File: config.mk
export PLATFORM = sky130hd
export DESIGN_NAME = cpu_program_loader
export DESIGN_NICKNAME = d
export VERILOG_FILES = /design/src/rtl/cpu_loader_pkg.sv /design/src/rtl/loader_word_assembler.sv /design/src/rtl/cpu_program_loader.sv
export SDC_FILE = /design/constraint.sdc
export NUM_CORES = 1
export LEC_CHECK = 0
export ABC_AREA = 1
export ABC_CLOCK_PERIOD_IN_PS = 3400
export BUFFER_PORTS_ARGS = -buffer_cell sky130_fd_sc_hd__buf_2
export CELL_PAD_IN_SITES_DETAIL_PLACEMENT = 0
export CELL_PAD_IN_SITES_GLOBAL_PLACEMENT = 1
export CORE_MARGIN = 4
export CORE_UTILIZATION = 44
export CTS_BUF_LIST = sky130_fd_sc_hd__clkbuf_4 sky130_fd_sc_hd__clkbuf_8 sky130_fd_sc_hd__clkbuf_16
export DETAILED_ROUTE_END_ITERATION = 10
export PLACE_DENSITY_LB_ADDON = 0.08
export SKIP_CTS_REPAIR_TIMING = 1
export SYNTH_ARGS = -nofsm -noshare
export SYNTH_HDL_FRONTEND = slang
export SYNTH_HIERARCHICAL = 1
export SYNTH_SLANG_ARGS = --single-unit
File: constraint.sdc
create_clock -name clk -period 3.4 [get_ports clk]
set_input_delay 0.68 -clock clk [delete_from_list [all_inputs] [get_ports clk]]
set_output_delay 0.68 -clock clk [all_outputs]
set_load 0.01 [all_outputs]
File: src/rtl/cpu_loader_pkg.sv
// Shared types and constants for the UART-to-iRAM program loader.
package cpu_loader_pkg;

  typedef enum logic [1:0] {
    COLLECT = 2'd0,
    WRITE   = 2'd1,
    RELEASE = 2'd2
  } state_t;

  localparam logic [7:0] CMD_MARK    = 8'hFF;
  localparam logic [7:0] OP_START    = 8'h00;
  localparam logic [7:0] OP_END_RST  = 8'hFF;
  localparam logic [7:0] OP_END_KEEP = 8'hF0;
  localparam logic [7:0] OP_SET_ADDR = 8'h0F;

  localparam int unsigned ERR_W       = 3;
  localparam int unsigned ERR_CSUM    = 0;
  localparam int unsigned ERR_TIMEOUT = 1;
  localparam int unsigned ERR_WRAP    = 2;

endpackage

File: src/rtl/loader_word_assembler.sv
// Byte handshake with uart_rx, LSB-first word assembly and partial-word timeout.
module loader_word_assembler
  import cpu_loader_pkg::*;
#(
  parameter int unsigned WORD_BYTES  = 3,
  parameter int unsigned TIMEOUT_CYC = 1000000
) (
  input  logic                    clk,
  input  logic                    rst,
  input  logic                    accept_en,
  input  logic                    packet_ready,
  input  logic [7:0]              uart_packet,
  output logic                    packet_ack,
  output logic                    word_valid,
  output logic                    timeout,
  output logic [8*WORD_BYTES-1:0] word
);

  localparam int unsigned W     = 8 * WORD_BYTES;
  localparam int unsigned CNT_W = $clog2(WORD_BYTES + 1);
  localparam int unsigned TMO_W = $clog2(TIMEOUT_CYC + 1);

  logic             accept;
  logic             last_byte;
  logic [CNT_W-1:0] byte_cnt;
  logic [TMO_W-1:0] tmo_cnt;

  assign accept    = accept_en && packet_ready && !packet_ack;
  assign last_byte = (byte_cnt == CNT_W'(WORD_BYTES - 1));

  // Completion wins over timeout: an accepted byte always clears the timer.
  always_ff @(posedge clk) begin
    if (rst) begin
      packet_ack <= 1'b0;
      word_valid <= 1'b0;
      timeout    <= 1'b0;
      word       <= '0;
      byte_cnt   <= '0;
      tmo_cnt    <= '0;
    end else begin
      word_valid <= 1'b0;
      timeout    <= 1'b0;
      if (accept) begin
        packet_ack <= 1'b1;
      end else if (!packet_ready) begin
        packet_ack <= 1'b0;
      end
      if (accept) begin
        word    <= {uart_packet, word[W-1:8]};
        tmo_cnt <= '0;
        if (last_byte) begin
          byte_cnt   <= '0;
          word_valid <= 1'b1;
        end else begin
          byte_cnt <= CNT_W'(byte_cnt + 1'b1);
        end
      end else if (byte_cnt != '0) begin
        if (tmo_cnt == TMO_W'(TIMEOUT_CYC - 1)) begin
          byte_cnt <= '0;
          tmo_cnt  <= '0;
          timeout  <= 1'b1;
        end else begin
          tmo_cnt <= TMO_W'(tmo_cnt + 1'b1);
        end
      end
    end
  end

endmodule

File: src/rtl/cpu_program_loader.sv
// Command FSM: opens/closes load sessions, writes words to iRAM, releases the CPU.
module cpu_program_loader
  import cpu_loader_pkg::*;
#(
  parameter int unsigned WORD_BYTES  = 3,
  parameter int unsigned ADDR_W      = 8,
  parameter int unsigned TIMEOUT_CYC = 1000000
) (
  input  logic                    clk,
  input  logic                    rst,
  input  logic                    HALT_flag,
  input  logic                    packet_ready,
  input  logic [7:0]              uart_packet,
  input  logic                    data_ack,
  input  logic [ADDR_W-1:0]       PC_addr,
  output logic                    packet_ack,
  output logic                    cpu_paused,
  output logic                    reset_PC,
  output logic                    iRAM_write_enable,
  output logic [ADDR_W-1:0]       extern_iRAM_addr,
  output logic [8*WORD_BYTES-1:0] iRAM_data_in,
  output logic                    load_active,
  output logic [ERR_W-1:0]        load_error,
  output logic [ADDR_W-1:0]       words_written
);

  localparam int unsigned W = 8 * WORD_BYTES;

  state_t            state, state_nxt;
  logic              word_valid, timeout;
  logic [W-1:0]      word;
  logic [7:0]        top_byte, op_byte, pl_byte, word_xor;
  logic [7:0]        csum, csum_nxt;
  logic              addr_pend, addr_pend_nxt;
  logic              paused_nxt, reset_pc_nxt, we_nxt, active_nxt;
  logic [ADDR_W-1:0] addr_nxt, ww_nxt;
  logic [W-1:0]      data_nxt;
  logic [ERR_W-1:0]  err_nxt;

  loader_word_assembler #(
    .WORD_BYTES  (WORD_BYTES),
    .TIMEOUT_CYC (TIMEOUT_CYC)
  ) u_asm (
    .clk          (clk),
    .rst          (rst),
    .accept_en    (state == COLLECT),
    .packet_ready (packet_ready),
    .uart_packet  (uart_packet),
    .packet_ack   (packet_ack),
    .word_valid   (word_valid),
    .timeout      (timeout),
    .word         (word)
  );

  assign top_byte = word[W-1 -: 8];
  assign op_byte  = word[8*(WORD_BYTES-2) +: 8];
  assign pl_byte  = word[7:0];

  always_comb begin
    word_xor = '0;
    for (int unsigned i = 0; i < WORD_BYTES; i++) begin
      word_xor = word_xor ^ word[8*i +: 8];
    end
  end

  // Next-state and next-output logic.
  always_comb begin
    state_nxt     = state;
    paused_nxt    = cpu_paused;
    reset_pc_nxt  = reset_PC;
    we_nxt        = iRAM_write_enable;
    active_nxt    = load_active;
    addr_nxt      = extern_iRAM_addr;
    ww_nxt        = words_written;
    data_nxt      = iRAM_data_in;
    err_nxt       = load_error;
    csum_nxt      = csum;
    addr_pend_nxt = addr_pend;

    case (state)
      COLLECT: begin
        if (timeout && load_active) err_nxt[ERR_TIMEOUT] = 1'b1;
        if (word_valid) begin
          if (top_byte == CMD_MARK) begin
            // Unknown ops under the command mark are reserved and dropped.
            case (op_byte)
              OP_START: begin
                if (HALT_flag && !load_active) begin
                  paused_nxt    = 1'b1;
                  active_nxt    = 1'b1;
                  ww_nxt        = '0;
                  err_nxt       = '0;
                  csum_nxt      = '0;
                  addr_nxt      = '0;
                  addr_pend_nxt = 1'b0;
                end
              end
              OP_END_RST, OP_END_KEEP: begin
                if (load_active) begin
                  if ((WORD_BYTES >= 3) && (pl_byte != csum)) err_nxt[ERR_CSUM] = 1'b1;
                  reset_pc_nxt = (op_byte == OP_END_RST);
                  state_nxt    = RELEASE;
                end
              end
              OP_SET_ADDR: begin
                if (load_active) addr_pend_nxt = 1'b1;
              end
              default: ;
            endcase
          end else if (load_active) begin
            if (addr_pend) begin
              addr_nxt      = ADDR_W'(word);
              addr_pend_nxt = 1'b0;
            end else begin
              data_nxt  = word;
              csum_nxt  = csum ^ word_xor;
              we_nxt    = 1'b1;
              state_nxt = WRITE;
            end
          end
        end
      end
      WRITE: begin
        if (data_ack) begin
          we_nxt    = 1'b0;
          addr_nxt  = ADDR_W'(extern_iRAM_addr + 1'b1);
          ww_nxt    = ADDR_W'(words_written + 1'b1);
          if (&extern_iRAM_addr) err_nxt[ERR_WRAP] = 1'b1;
          state_nxt = COLLECT;
        end
      end
      RELEASE: begin
        if (!reset_PC || (PC_addr == '0)) begin
          reset_pc_nxt = 1'b0;
          paused_nxt   = 1'b0;
          active_nxt   = 1'b0;
          state_nxt    = COLLECT;
        end
      end
      default: state_nxt = COLLECT;
    endcase
  end

  always_ff @(posedge clk) begin
    if (rst) begin
      state             <= COLLECT;
      cpu_paused        <= 1'b0;
      reset_PC          <= 1'b0;
      iRAM_write_enable <= 1'b0;
      load_active       <= 1'b0;
      extern_iRAM_addr  <= '0;
      words_written     <= '0;
      iRAM_data_in      <= '0;
      load_error        <= '0;
      csum              <= '0;
      addr_pend         <= 1'b0;
    end else begin
      state             <= state_nxt;
      cpu_paused        <= paused_nxt;
      reset_PC          <= reset_pc_nxt;
      iRAM_write_enable <= we_nxt;
      load_active       <= active_nxt;
      extern_iRAM_addr  <= addr_nxt;
      words_written     <= ww_nxt;
      iRAM_data_in      <= data_nxt;
      load_error        <= err_nxt;
      csum              <= csum_nxt;
      addr_pend         <= addr_pend_nxt;
    end
  end

endmodule
### After elaboration in Yosys (flattened, before gate mapping)

Cells that the tools add are included.

* $add $sub $neg: 4
* $mul: 0
* divide/modulo/power cells: 0
* magnitude comparators: 0
* equal/unequal tests: 37
* shift-type cells: 0
* mux-type cells: 66
* bitwise gates (word level): 7
* reduce and logical (&&, ||, !) cells: 35

Operator list (number)
* 2-to-1 mux 8 bit: 13
* AND reduction 6 bit: 6
* case mux 8 bit (2 select lines): 2
* != test 2 bit (second input constant): 15
* AND reduction 7 bit: 4
* 2-to-1 mux 1 bit: 27
* 2-to-1 mux 2 bit: 13
* == test 8 bit (second input constant): 3
* != test 3 bit (second input constant): 8
* bitwise XOR 8 bit: 3
* adder 20 x 1 -> 20 bit (second input constant): 1
* == test 20 bit (second input constant): 1
* 2-to-1 mux 20 bit: 1
* adder 8 x 1 -> 8 bit (second input constant): 2
* logical NOT 8 bit: 2
* nonzero test 2 bit: 7
* case mux 1 bit (2 select lines): 6
* 2-to-1 mux 3 bit: 3
* == test 8 x 4 -> 1 bit (second input constant): 1
* != test 2 x 1 -> 1 bit (second input constant): 4
* != test 8 bit: 1
* AND reduction 8 bit: 1
* case mux 2 bit (3 select lines): 1
* OR reduction 2 bit: 3
* other kinds (12): 21

* register bits: 106
* bits in latches: 0
* memory bits (writable): 0
* ROM bits: 0
* input port bits: 21
* output and inout port bits: 48
* word-level logic and storage cells: 167
* memories: 0

### Logic depth before layout (Yosys ltp)

Gate-level depths: netlist (run 1).

* word-level depth: 7
* mapped depth: 10

### Hierarchy

The synthesis (run 1) kept the hierarchy.

By module, submodules not included
* cpu_program_loader: instances 1, cells each 545, area each 3417.0 um^2
* loader_word_assembler: instances 1, cells each 292, area each 2132.0 um^2

### Worst setup path before layout (run 1)

Ideal clock, no wire load.

* path kind: input port to flip-flop
* start point: in PC_addr[0]
* end point: reg reset_PC
* arrival time: 1494 ps
* data required time: 3287 ps
* path slack: 1793 ps
* stages on the path: 8
* path buffers: 0
* cells stage by stage: nor2_1 nand2_1 o21ai_0 nand2_1 nor2_1 nand2_1 nand2_1 nor2_1

* cells in the longest elaborated chain, start to end: 4

RTL lines
* from (decl): RTL line cpu_program_loader.sv:15 `input logic [ADDR_W-1:0] PC_addr,`
* logical NOT 8 bit: RTL line cpu_program_loader.sv:133 `if (!reset_PC || (PC_addr == '0)) begin`
* logical OR 1 bit: RTL line cpu_program_loader.sv:133
* != test 2 bit (no line)
* AND reduction 6 bit (no line)
* to (signal assigned): RTL line cpu_program_loader.sv:160 `reset_PC <= reset_pc_nxt;`
* to (decl): RTL line cpu_program_loader.sv:18 `output logic reset_PC,`

Every way passes these cells.
A chain may end at the register's enable or synchronous reset.

### Worst setup path in the final report (run 1)

* start point: reg state[0]
* end point: reg iRAM_data_in[9]

* cells in the longest elaborated chain, start to end: 2

RTL lines
* from (decl): RTL line cpu_program_loader.sv:29 `state_t state, state_nxt;`
* from (signal assigned): RTL line cpu_program_loader.sv:158 `state <= state_nxt;`
* logical NOT 2 bit: RTL line cpu_program_loader.sv:80 `case (state)`
* AND reduction 5 bit (no line)
* to (signal assigned): RTL line cpu_program_loader.sv:165 `iRAM_data_in <= data_nxt;`
* to (decl): RTL line cpu_program_loader.sv:21 `output logic [8*WORD_BYTES-1:0] iRAM_data_in,`

Every way passes these cells.

==> flow_metrics.tcl, run 1 <==
set metrics [dict create \
    status "finished clean" \
    ant_nets 0 \
    clk_latency_ns 0.35 \
    synth_nets 861 \
    critPathKind "flip-flop to flip-flop" \
    r2r_start "state[0]" \
    holdPathEnd "load_error[2]" \
    core_area_um2 12200 \
    worst_pin_slew_ns 0.921 \
    min_path_type "flip-flop to flip-flop" \
    total_power_mw 2.67 \
    rsz0062_at_grt "no" \
    met2_usage_pct 31.1 \
    finalHoldViolCount 0 \
    yosysTopAreaCell "dfxtp_1" \
    grt_max_degree 48 \
    holdCritStartpoint "load_error[2]" \
    rows 40 \
    dieArea_um2 14500 \
    reg2reg_slack_ns 1.10 \
    grt_pass1_wl_um 24500 \
    placedCellCount 1051 \
    dp_slack_ns 1.11 \
    ir_worst_vdd_v 0.000218 \
    wl_um 14700 \
    antenna_found_initial 0 \
    grt-busiest-layer "met2" \
    drive_gt1_share_pct 15.2 \
    die_y_um 120 \
    ys_async_sr_fraction_pct 0 \
    drv_cap 0 \
    min_period_over_period_pct 67.6 \
    ys_warn_count 6 \
    r2r-end "iRAM_data_in[9]" \
    routedWlPerCell_um 13.8 \
    synth-seq-area-share_pct 38.2 \
    root_buffer "clkbuf_16" \
    synth_ff_type "dfxtp_1" \
    placed_cell_area_um2 5960 \
    fin_area_um2 6320 \
    fill_cells 1302 \
    start_kind "flip-flop" \
    start_util_pct 45.6 \
    io_pins 69 \
    multi_input_area_um2 2860 \
    grt.total_usage_pct 20.9 \
    drtPass1Iterations 5 \
    grt_util_met1_pct 30.7 \
    synthTopCellsByArea "dfxtp_1 (38%), nand2_1 (16%), nor2_1 (7.4%)" \
    endpoint_kind "flip-flop" \
    setup_slack_ns 1.10 \
    overflow 0 \
    setup_tns_ns 0 \
    setup_violations 0 \
    cts_buffers 9 \
    p_leak_nw 2.67 \
    synth_top_area_share_pct 38.2 \
    cp_max_fo 47 \
    seqCellArea_um2 2120 \
    holdPathStages 2 \
    fmax_ghz 0.435 \
    synthDistinctLibCells 38 \
    synth_seq_cells 106 \
    worstPathArrival_ns 2.57 \
    grt_pass1_vias 4966 \
    fin_nets 918 \
    stdcell_count 1067 \
    drt_iter0_drc 488 \
    syn_area_um2 5550 \
    cts_sinks 106 \
    skew_ns 0.00530 \
    met3_usage_pct 3.32 \
    drcViolationCount 0 \
    slew_violations 0 \
    die_w_um 120 \
    h-tree-depth 3 \
    cts_buffer_depth 2 \
    syn2layout_area_growth_pct 13.9 \
    synth_area_per_cell_um2 6.63 \
    fin_crit_ns 2.30 \
    cellPowerDensity_nw_per_um2 423 \
    diodes 0 \
    cts.reportedPaths.clkPinSlew_ns 0.07 \
    portBuffers 68 \
    relSlewSlack_pct 38.5 \
    cts_tree "yes" \
    vias 5387 \
    synth_edf_count 0 \
    worstPathRequired_ns 3.67 \
    vias_per_cell 5.05 \
    gp_congestion 0.881 \
    dp_hpwl_um 10900 \
    worstRegToRegCells 7 \
    synthCells 837 \
]
-- stage by stage --
stage / utilization, % / hold slack [ns]
after global routing: 52.0 / 0.470
after CTS: 52.0 / 0.460
after detailed placement: 49.0 / 0.450
after global placement: 49.0 / 0.447
after floorplan: - / 0.470
final: 52.0 / 0.460
-- layout by cell type, fill, tap and decap left out, types with 6 or more instances in the layout --
master,n
nor2_1,109
o22ai_1,8
inv_1,105
nor2_2,10
nor3_2,6
o21ai_0,42
dfxtp_1,106
nand2_2,12
nand3_1,65
nand4_1,15
nor3_1,8
buf_2,68
nand2_1,233
clkbuf_16,9
a211oi_2,6
a21oi_1,44
-- worst max-delay path, stage by stage, from the launching register on --
cell     delay [ns]
dfxtp_1        0.35
nor2_4         0.34
nand2_1        0.16
nor3_2         0.15
nand2_2        0.21
inv_2          0.63
o21ai_0        0.16
a21oi_1        0.19
-- kinds of logic (layout without fill, tap and decap cells) --
kind of cell               after synthesis  after routing  synth area share (%)
buffers and inverters                  134            196                  10.1
and+or+nand+nor                        472            472                  37.5
xor gates and xnor gates                 6              6                 0.947
AOI/OAI and AO/OA                      116            116                  12.5
DFF                                    106            106                  38.2
adders and majority gates                3              3                 0.677
-- synthesized netlist by cell type, types with 4 or more instances --
cell type  instances
buf_4              5
inv_2              5
nand3_1           65
a211oi_2           6
dfxtp_1          106
nand3b_1           4
nor2_4             5
clkbuf_1           6
o21ai_0           42
buf_2              8
nor2_1           109
nor2_2            10
nand2_2           12
nand4_1           15
nand2_1          233
nor3_2             6
buf_6              4
o31ai_1            4
a21oi_1           44
nor3_1             8
inv_1            105
o22ai_1            8
-- flip-flops by register name, indices dropped and copies added (netlist names), 2 cells and up --
name,flops
state,2
u_asm/word,24
extern_iRAM_addr,8
iRAM_data_in,24
csum,8
words_written,8
u_asm/tmo_cnt,20
u_asm/byte_cnt,2
load_error,3
-- how the worst max path moves through the flow --
stage               cells past startpoint        from          endpoint
finish                                  7    state[0]   iRAM_data_in[9]
global route                            7    state[0]  iRAM_data_in[21]
CTS                                     7    state[0]   iRAM_data_in[9]
detailed placement                      7    state[0]   iRAM_data_in[9]
global placement                        7    state[0]  iRAM_data_in[23]
floorplan                               8  PC_addr[0]          reset_PC
-- layer usage --
| metal | wire [um] | up-vias |
|---|---|---|
| met5 | 0 | - |
| met4 | 265 | 0 |
| met3 | 725 | 18 |
| met2 | 6190 | 122 |
| met1 | 7520 | 2465 |
| li1 | - | 2782 |
-- cell type report --
| type | count | share of cell area [%] |
|---|---|---|
| Clock buffer | 12 | 4.12 |
| Clock inverter | 4 | 1.54 |
| Inverter | 111 | 6.61 |
| Multi-Input combinational cell | 597 | 45.3 |
| Sequential cell | 106 | 33.6 |
| Tap cell | 168 | 3.33 |
| Timing Repair Buffer | 69 | 5.50 |
-- report_power, final --
part | switching [mW] | internal, mW | total [mW] | leakage [nW]
clock | 0.470 | 0.769 | 1.24 | 0.172
sequential | 0.0180 | 1.26 | 1.27 | 0.856
combinational | 0.112 | 0.0469 | 0.159 | 1.65
Note: power is estimated with default switching activity, not from simulation.
==> inputs of run 2 (changes only) <==
ABC_CLOCK_PERIOD_IN_PS = 2370   (was 3400)
CORE_UTILIZATION = 41   (was 44)
clock period = 2.37 ns   (was 3.4 ns; I/O delays follow)
==> flow_metrics.tcl, run 2 (synthesis gave the netlist of run 1 again) <==
set metrics [dict create \
    status "finished clean" \
    grt_pass1_vias 5123 \
    skew_ns 0.00906 \
    drcViolationCount 0 \
    holdCritStartpoint "uart_packet[4]" \
    met3_usage_pct 2.66 \
    placed_cell_area_um2 6040 \
    drive_gt1_share_pct 15.9 \
    antenna_found_initial 0 \
    worstPathArrival_ns 2.31 \
    cp_max_fo 11 \
    start_kind "flip-flop" \
    slew_violations 0 \
    cellPowerDensity_nw_per_um2 567 \
    min_period_over_period_pct 85.7 \
    dp_hpwl_um 11500 \
    fin_nets 925 \
    drtPass1Iterations 5 \
    fin_area_um2 6340 \
    drt_iter0_drc 341 \
    grt_max_degree 36 \
    r2r-end "csum[6]" \
    die_y_um 124 \
    portBuffers 68 \
    p_leak_nw 2.69 \
    ir_worst_vdd_v 0.000345 \
    met2_usage_pct 30.9 \
    start_util_pct 41.9 \
    critPathKind "flip-flop to flip-flop" \
    worstPathRequired_ns 2.65 \
    core_area_um2 13200 \
    io_pins 69 \
    die_w_um 124 \
    rows 42 \
    fmax_ghz 0.492 \
    grt_pass1_wl_um 25300 \
    wl_um 15100 \
    endpoint_kind "flip-flop" \
    layout_commonest_cell "nand2_1" \
    drv_cap 0 \
    grt_util_met1_pct 27.9 \
    setup_tns_ns 0 \
    syn2layout_area_growth_pct 14.2 \
    worstRegToRegCells 8 \
    routedWlPerCell_um 14.0 \
    rsz0062_at_grt "no" \
    worst_pin_slew_ns 0.884 \
    grt.total_usage_pct 19.7 \
    cts_buffer_depth 2 \
    clk_latency_ns 0.35 \
    gp_congestion 0.853 \
    cts_tree "yes" \
    fin_crit_ns 2.03 \
    vias_per_cell 4.99 \
    cts_buffers 9 \
    grt-busiest-layer "met2" \
    reg2reg_slack_ns 0.34 \
    diodes 0 \
    finalHoldViolCount 0 \
    h-tree-depth 3 \
    vias 5394 \
    relSlewSlack_pct 41.0 \
    reg_top3 "iRAM_data_in (24), u_asm/word (24), u_asm/tmo_cnt (20)" \
    min_path_type "primary input to flip-flop" \
    holdPathStages 3 \
    ant_nets 0 \
    overflow 0 \
    holdPathEnd "u_asm/word[20]" \
    cts.reportedPaths.clkPinSlew_ns 0.08 \
    setup_violations 0 \
    final_cell_mix "nand2_1 (233), nor2_1 (109), dfxtp_1 (106)" \
    dieArea_um2 15500 \
    cts_sinks 106 \
    utilization_pct 47.8 \
    r2r_start "u_asm/word[20]" \
    root_buffer "clkbuf_16" \
    fill_cells 1447 \
]
-- run 2: worst max-delay path, stage by stage (launching register included) --
cell	delay, ns
dfxtp_1	0.39
nand2_1	0.09
nor2_2	0.21
nand2_2	0.23
clkinv_2	0.10
nand4_1	0.39
nand2_2	0.32
nand2_1	0.09
a21oi_1	0.14
-- run 2: worst max-delay path by stage --
stage                        start        to  slack, ns  cells after the start
floorplan               PC_addr[0]  reset_PC       0.97                      8
global placement    u_asm/word[20]   csum[6]       0.46                      8
detailed placement  u_asm/word[20]   csum[6]       0.36                      8
CTS                 u_asm/word[20]   csum[6]       0.34                      8
global route        u_asm/word[20]   csum[7]       0.09                      8
finish              u_asm/word[20]   csum[6]       0.34                      8
-- run 2: power by group --
| part | switching [mW] | leakage [nW] | internal, mW | total (mW) |
|---|---|---|---|---|
| combinational | 0.160 | 1.68 | 0.0684 | 0.229 |
| sequential | 0.0261 | 0.856 | 1.80 | 1.83 |
| clock | 0.710 | 0.147 | 0.828 | 1.54 |
-- run 2: layout make-up --
class	count	area, um^2	share of cell area (%)
Clock inverter	7	73.8	1.17
Clock buffer	9	225	3.55
Sequential cell	106	2120	33.5
Tap cell	176	220	3.48
Multi-Input combinational cell	597	2860	45.2
Timing Repair Buffer	76	413	6.52
Inverter	111	418	6.60
-- run 2: routing by layer --
metal  routed length (um)  up-vias
met5                    0        -
met4                  206        0
met3                  579       13
met2                 6790      117
met1                 7520     2471
li1                     -     2793
-- run 2: per-stage QoR --
stage | instances | setup slack, ns | total power, mW | hold WS [ns]
after floorplan | 837 | 0.969 | 2.02 | 0.470
after global placement | 1066 | 0.462 | 2.09 | 0.458
after detailed placement | 1066 | 0.365 | 2.10 | 0.461
after CTS | 1082 | 0.338 | 3.63 | 0.309
after global routing | 1082 | 0.0887 | 3.74 | 0.322
final | 1082 | 0.338 | 3.60 | 0.318
